<file path="src/rtl/btn_press_detector.sv">
// Push-button conditioner: 2-FF synchronizer feeding a debounce FSM.
// Emits a debounced level plus press/release/long/repeat single-cycle pulses.
module btn_press_detector #(
  parameter int DEBOUNCE_CYCLES = 250000,
  parameter int LONG_CYCLES     = 12500000,
  parameter int REPEAT_CYCLES   = 2500000
) (
  input  logic clk,
  input  logic rst,
  input  logic btn_raw,
  output logic pressed,
  output logic press_pulse,
  output logic release_pulse,
  output logic long_pulse,
  output logic repeat_pulse
);

  // state     | meaning
  // IDLE      | released and stable
  // DEB_PRESS | candidate press, counting stable high samples
  // HELD      | pressed, hold timer running toward long press
  // REPEAT    | long press reached, repeat timer running
  // DEB_REL   | candidate release, timers frozen, level still 1
  typedef enum logic [2:0] {
    IDLE      = 3'd0,
    DEB_PRESS = 3'd1,
    HELD      = 3'd2,
    REPEAT    = 3'd3,
    DEB_REL   = 3'd4
  } state_t;

  localparam int MAX_AB  = (DEBOUNCE_CYCLES > LONG_CYCLES) ? DEBOUNCE_CYCLES : LONG_CYCLES;
  localparam int MAX_CYC = (MAX_AB > REPEAT_CYCLES) ? MAX_AB : REPEAT_CYCLES;
  localparam int CW      = $clog2(MAX_CYC) + 1;

  localparam logic [CW-1:0] DEB_LAST  = CW'(DEBOUNCE_CYCLES - 1);
  localparam logic [CW-1:0] LONG_LAST = CW'(LONG_CYCLES - 1);
  localparam logic [CW-1:0] REP_LAST  = CW'(REPEAT_CYCLES - 1);

  logic sync_1, btn_s;
  state_t state, state_nxt;
  logic [CW-1:0] deb_cnt, deb_nxt;
  logic [CW-1:0] hold_cnt, hold_nxt;
  logic [CW-1:0] rep_cnt, rep_nxt;
  logic ret_repeat, ret_repeat_nxt;
  logic pressed_nxt, press_nxt, release_nxt, long_nxt, repeat_nxt;

  always_ff @(posedge clk or posedge rst) begin
    if (rst) begin
      sync_1 <= 1'b0;
      btn_s  <= 1'b0;
    end else begin
      sync_1 <= btn_raw;
      btn_s  <= sync_1;
    end
  end

  always_ff @(posedge clk or posedge rst) begin
    if (rst) begin
      state         <= IDLE;
      deb_cnt       <= '0;
      hold_cnt      <= '0;
      rep_cnt       <= '0;
      ret_repeat    <= 1'b0;
      pressed       <= 1'b0;
      press_pulse   <= 1'b0;
      release_pulse <= 1'b0;
      long_pulse    <= 1'b0;
      repeat_pulse  <= 1'b0;
    end else begin
      state         <= state_nxt;
      deb_cnt       <= deb_nxt;
      hold_cnt      <= hold_nxt;
      rep_cnt       <= rep_nxt;
      ret_repeat    <= ret_repeat_nxt;
      pressed       <= pressed_nxt;
      press_pulse   <= press_nxt;
      release_pulse <= release_nxt;
      long_pulse    <= long_nxt;
      repeat_pulse  <= repeat_nxt;
    end
  end

  always_comb begin
    state_nxt      = state;
    deb_nxt        = deb_cnt;
    hold_nxt       = hold_cnt;
    rep_nxt        = rep_cnt;
    ret_repeat_nxt = ret_repeat;
    pressed_nxt    = pressed;
    press_nxt      = 1'b0;
    release_nxt    = 1'b0;
    long_nxt       = 1'b0;
    repeat_nxt     = 1'b0;
    unique case (state)
      IDLE: begin
        deb_nxt = '0;
        if (btn_s) begin
          state_nxt = DEB_PRESS;
          deb_nxt   = CW'(1);
        end
      end
      DEB_PRESS: begin
        if (!btn_s) begin
          state_nxt = IDLE;
          deb_nxt   = '0;
        end else if (deb_cnt == DEB_LAST) begin
          state_nxt   = HELD;
          pressed_nxt = 1'b1;
          press_nxt   = 1'b1;
          hold_nxt    = '0;
          deb_nxt     = '0;
        end else begin
          deb_nxt = deb_cnt + CW'(1);
        end
      end
      HELD: begin
        // a low sample takes priority so the hold timer never advances while releasing
        if (!btn_s) begin
          state_nxt      = DEB_REL;
          deb_nxt        = CW'(1);
          ret_repeat_nxt = 1'b0;
        end else if (hold_cnt == LONG_LAST) begin
          state_nxt = REPEAT;
          long_nxt  = 1'b1;
          rep_nxt   = '0;
        end else begin
          hold_nxt = hold_cnt + CW'(1);
        end
      end
      REPEAT: begin
        if (!btn_s) begin
          state_nxt      = DEB_REL;
          deb_nxt        = CW'(1);
          ret_repeat_nxt = 1'b1;
        end else if (rep_cnt == REP_LAST) begin
          repeat_nxt = 1'b1;
          rep_nxt    = '0;
        end else begin
          rep_nxt = rep_cnt + CW'(1);
        end
      end
      DEB_REL: begin
        if (btn_s) begin
          state_nxt = ret_repeat ? REPEAT : HELD;
          deb_nxt   = '0;
        end else if (deb_cnt == DEB_LAST) begin
          state_nxt   = IDLE;
          pressed_nxt = 1'b0;
          release_nxt = 1'b1;
          deb_nxt     = '0;
        end else begin
          deb_nxt = deb_cnt + CW'(1);
        end
      end
      default: begin
        state_nxt = IDLE;
        deb_nxt   = '0;
      end
    endcase
  end

endmodule
</file>
<file path="config.mk">
export PLATFORM = sky130hd
export DESIGN_NAME = btn_press_detector
export DESIGN_NICKNAME = d
export VERILOG_FILES = /design/src/rtl/btn_press_detector.sv
export SDC_FILE = /design/constraint.sdc
export NUM_CORES = 1
export LEC_CHECK = 0
export ABC_AREA = 1
export BUFFER_PORTS_ARGS = -buffer_cell sky130_fd_sc_hd__buf_2
export CAP_MARGIN = 20
export CORE_MARGIN = 2
export CORE_UTILIZATION = 50
export CTS_BUF_LIST = sky130_fd_sc_hd__clkbuf_8
export DETAILED_ROUTE_END_ITERATION = 12
export PLACE_DENSITY = 0.64
export REMOVE_ABC_BUFFERS = 1
export SETUP_SLACK_MARGIN = 0.15
export SLEW_MARGIN = 20
export SYNTH_ARGS = -nofsm -noshare
export SYNTH_HDL_FRONTEND = slang
export SYNTH_SLANG_ARGS = --single-unit
</file>
<file path="constraint.sdc">
create_clock -name clk -period 8.2 [get_ports clk]
set_input_delay 1.23 -clock clk [delete_from_list [all_inputs] [get_ports clk]]
set_output_delay 1.23 -clock clk [all_outputs]
set_load 0.1 [all_outputs]
</file>
* After elaboration in Yosys (flattened, before gate mapping)
Cells that the tools add are included.
** Operators by class
- Add/sub/neg operators :: 3
- Eq/ne operators :: 22
- Mux-type cells :: 45
- Reduce and logical (&&, ||, !) cells :: 10
** Operators by type and width (count)
- two-way mux 25 bit :: 12
- one-hot mux 25 bit (2 select lines) :: 2
- one-hot mux 25 bit (4 select lines) :: 1
- adder 25 x 1 -> 25 bit (second input constant) :: 3
- equality test 25 x 18 -> 1 bit (second input constant) :: 1
- equality test 25 x 22 -> 1 bit (second input constant) :: 1
- equality test 25 x 24 -> 1 bit (second input constant) :: 1
- two-way mux 3 bit :: 8
- != test 2 bit (second input constant) :: 12
- two-way mux 1 bit :: 19
- one-hot mux 3 bit (5 select lines) :: 1
- AND reduction 5 bit :: 3
- != test 3 bit (second input constant) :: 3
- equality test 3 x 2 -> 1 bit (second input constant) :: 2
- nonzero test 2 bit :: 3
- one-hot mux 1 bit (2 select lines) :: 2
- AND reduction 4 bit :: 1
- equality test 3 x 1 -> 1 bit (second input constant) :: 1
- equality test 3 bit (second input constant) :: 1
- logical NOT 3 bit :: 1
- AND reduction 3 bit :: 1
- OR reduction 2 bit :: 1
** Word-level totals
- Bits in registers :: 86
- Input port bits :: 3
- Word-level logic and storage cells :: 92

* Logic depth before layout (Yosys ltp)
- Depth after elaboration :: 4
- Mapped depth :: 12
- Mapped depth without buffers :: 11

* Worst setup path after synthesis
OpenSTA, ideal clock, no wires.
- Path kind :: register -> output
- Start :: register pressed
- End :: output port pressed
- Data arrival time :: 897 ps
- Data required time :: 6970 ps
- Path slack :: 6073 ps
- Cell stages (with the launch flop) :: 1
- Buffers on the path :: 0
- Path through :: dfrtp_1
** RTL lines
- from (decl) :: RTL line 11 : output logic pressed,
- from (signal assigned) :: RTL line 76 : pressed <= pressed_nxt;
No word-level cell between the ends.

* Final worst setup path
- Start :: register state[1]
- End :: register rep_cnt[23]
** On the way
- Cells in the longest elaborated chain, start to end :: 3
- Elaborated cells between the ends (all ways) :: 8
- Those cells by class :: eq/ne (5); mux (1); reduce/logical (2)
** Ends and longest elaborated chain
- from (decl) :: RTL line 41 : state_t state, state_nxt;
- from (signal assigned) :: RTL line 71 : state <= state_nxt;
- equality test 3 x 2 -> 1 bit :: RTL line 95 : unique case (state)
- != test 2 bit (no line) or nonzero test 2 bit (tied branches)
- AND reduction 4 bit (no line)
- to (signal assigned) :: RTL line 74 : rep_cnt <= rep_nxt;
- to (decl) :: RTL line 44 : logic [CW-1:0] rep_cnt, rep_nxt;
Parallel ways exist; a longest one is shown, timed or not.
A chain may end at the register's enable or synchronous reset.

==> impl_metrics.py <==
metrics = {
    "clock_network": {
        "cts_hold_buf": 0,
        "cts_max_level": 3,
        "cts_tree": "built",
        "cts_resized": 0,
        "post-cts-setup-buffers": 0,
        "cts_root_buf": "clkbuf_8",
        "cts_buffers": 9,
        "insertion_delay_ns": 0.37,
        "path_clk_slew_ns": 0.09,
        "cts_buffer_depth": 2,
        "clock-sinks": 86,
    },
    "logic_synthesis": {
        "ys_warn_count": 0,
        "yosysTopAreaCell": "dfrtp_1",
        "ys_seq_area_frac": 0.363,
        "synth.avg_cell_area_sq_um": 6.43,
        "netlist_instances": 922,
        "synth_top_area_share": 0.363,
        "netlist_area_sq_mm": 0.00593,
        "synthDistinctLibCells": 34,
        "ys_seq_elements": 86,
        "ys_top_cells_by_area": "dfrtp_1 36%, nand2_1 20%, nor2_1 12%",
    },
    "sta": {
        "worst_slew_pin_slew_ns": 0.762,
        "fin_crit_ns": 2.66,
        "slew_headroom": 0.492,
        "final-setup-viol-count": 0,
        "fmax_mhz": 376,
        "finalSetupTns_ns": 0,
        "finalHoldViolations": 0,
        "maxSlewViolCount": 0,
        "fin_skew_ns": 0.00923,
        "rsz0062_at_grt": "no",
        "fin_crit_sh": 0.324,
    },
    "critical_path": {
        "crit_family": "buffers and inverters",
        "path_class": "reg2reg",
        "worstSetupStartpoint": "state[1]$_DFFE_PP0P_",
        "crit_required_ns": 8.43,
        "timing.rr.start": "state[1]$_DFFE_PP0P_",
        "critPathArrivalTime_ns": 2.88,
        "critPathBufInv": 3,
        "cp-end-kind": "flop",
        "cp_max_fo": 30,
        "critPathSlowestCell": "inv_1",
        "ff2ff_setup_slack_ns": 5.54,
        "critPathMaxStageDelay_ns": 0.58,
        "critPathLaunchType": "flop",
        "cp_cell_sequence": "inv_1 > nor2_2 > nand2_2 > clkinv_2 > nand2_1 > nand2_2 > inv_1 > o21ai_0",
    },
    "place": {
        "hpwl_um": 10500,
        "port_buffers": 7,
        "place.gp.congestion": 0.941,
        "dp_cells": 1056,
    },
    "detailed_routing": {
        "route.final.wire_length_um": 14100,
        "drc_errors": 1,
        "vias": 5523,
        "via_per_inst": 5.16,
        "drtAntennaViolNets": 0,
        "drt_pass1_iterations": 9,
        "first_iter_violations": 422,
        "wl_per_cell_um": 13.2,
    },
    "run_status": {
        "status": "complete, but fails checks",
        "violations": "DRC",
    },
    "layout": {
        "final_cells": 1071,
        "final_util": 0.541,
        "syn2layout_area_growth_pct": 5.04,
        "drive_above_1_share": 0.0582,
        "num_antenna_cells": 0,
        "fin_nets": 930,
    },
    "die": {
        "pin_count": 8,
        "die_h_um": 113,
        "initial_core_util": 0.515,
        "chipWidth_um": 113,
        "dieArea_sq_mm": 0.0127,
        "core_area_sq_mm": 0.0115,
        "row_count": 39,
    },
    "grt": {
        "grt_pass1_vias": 5237,
        "grt-ovfl-total": 0,
        "grt_use_total": 0.234,
        "grt_antenna_before_repair": 0,
        "grt_max_degree": 87,
        "grt_pass1_wl_um": 24500,
    },
    "min_path": {
        "hold_path.class": "reg2reg",
        "min_from": "sync_1$_DFF_PP0_",
    },
    "power": {
        "leakagePower_uw": 0.00274,
        "p_total_uw": 968,
        "vdd_drop_max_mv": 0.105,
        "p_per_area_mw_per_mm2": 155,
    },
    "run": {
        "cap_violations": 0,
    },
}
metrics by stage:
| stage | instance area, sq um | hold slack (ns) | worst slack (ns) |
|---|---|---|---|
| 2_1_floorplan | 5790 | 0.331 | 4.75 |
| 3_3_place_gp | 6020 | 0.398 | 5.72 |
| 3_5_place_dp | 6020 | 0.391 | 5.59 |
| 4_1_cts | 6220 | 0.416 | 5.57 |
| 5_1_grt | 6230 | 0.423 | 5.25 |
| 6_report | 6230 | 0.415 | 5.54 |
final timing paths:
path / to / cells past startpoint
hold / removal: btn_s$_DFF_PP0_ / 0
hold reg to reg: btn_s$_DFF_PP0_ / 0
max in group asynchronous: hold_cnt[16]$_DFFE_PP0P_ / 3
setup reg to reg: rep_cnt[23]$_DFFE_PP0P_ / 8
min in group asynchronous: hold_cnt[21]$_DFFE_PP0P_ / 3
setup / recovery: rep_cnt[23]$_DFFE_PP0P_ / 8
flip-flops by register name (all words and copies together), names as in the netlist:
register / cells
btn_s: 1
deb_cnt: 25
hold_cnt: 25
long_pulse: 1
press_pulse: 1
pressed: 1
release_pulse: 1
rep_cnt: 25
repeat_pulse: 1
ret_repeat: 1
state: 3
sync_1: 1
placed cells by master (no fill, tap or decap), types with 2 or more instances in the layout:
| cell type | count |
|---|---|
| nand2_1 | 317 |
| nor2_1 | 189 |
| inv_1 | 95 |
| dfrtp_1 | 86 |
| nand3_1 | 77 |
| xor2_1 | 28 |
| nor3_1 | 24 |
| nand4_1 | 19 |
| o21ai_0 | 19 |
| clkbuf_8 | 9 |
| nand2_2 | 8 |
| buf_2 | 7 |
| xnor2_1 | 6 |
| nor2_4 | 5 |
| clkinv_2 | 5 |
| o21ai_1 | 5 |
| nor2_2 | 4 |
| inv_2 | 4 |
| ha_1 | 3 |
| a31oi_1 | 2 |
| bufinv_16 | 2 |
where the power goes:
group | switching, uW | internal (uW) | leakage, uW
registers | 23.9 | 442 | 0.00119
logic | 137 | 44.3 | 0.00144
clock network | 154 | 167 | 0.000110
total | 315 | 654 | 0.00274
metal layers:
layer,vias up,track usage,wire (um)
li1,2863,-,-
met1,2529,0.338,7110
met2,115,0.367,6200
met3,16,0.0332,597
met4,0,0.0732,202
met5,-,0,0
worst reg2reg max path, delay by kind of cell (launching register included):
kind	cells	cell delay, ns
flops	1	0.45
compound gates	1	0.19
buf+inv	3	0.94
simple gates	4	0.94
area by class of cell:
cell class / count / area, sq um
Inverter: 100 / 378
Clock buffer: 9 / 124
Multi-Input combinational cell: 718 / 3260
Timing Repair Buffer: 9 / 53.8
Sequential cell: 86 / 2150
Fill cell: 1170 / 5290
Tap cell: 143 / 179
Clock inverter: 6 / 78.8
cells in the mapped netlist, drive strengths merged:
| library cell | instances |
|---|---|
| nor2 | 199 |
| xnor2 | 6 |
| a21oi | 2 |
| nand3b | 1 |
| xor2 | 28 |
| buf | 15 |
| o31ai | 1 |
| and2 | 1 |
| nand3 | 79 |
| inv | 99 |
| a31oi | 2 |
| ha | 3 |
| a31o | 1 |
| clkbuf | 3 |
| nand2 | 326 |
| nor3b | 1 |
| dfrtp | 86 |
| nor3 | 25 |
| o21ai | 24 |
| nand4 | 19 |
| clkinv | 1 |
cells by family after synthesis:
logic type                 share of synthesized area
buffers and inverters                         0.0867
adders and majority gates                    0.00633
xor gates and xnor gates                      0.0502
and+or+nand+nor                                0.465
AOI/OAI and AO/OA                             0.0287
DFF                                            0.363
Note: power is estimated with default switching activity, not from simulation.
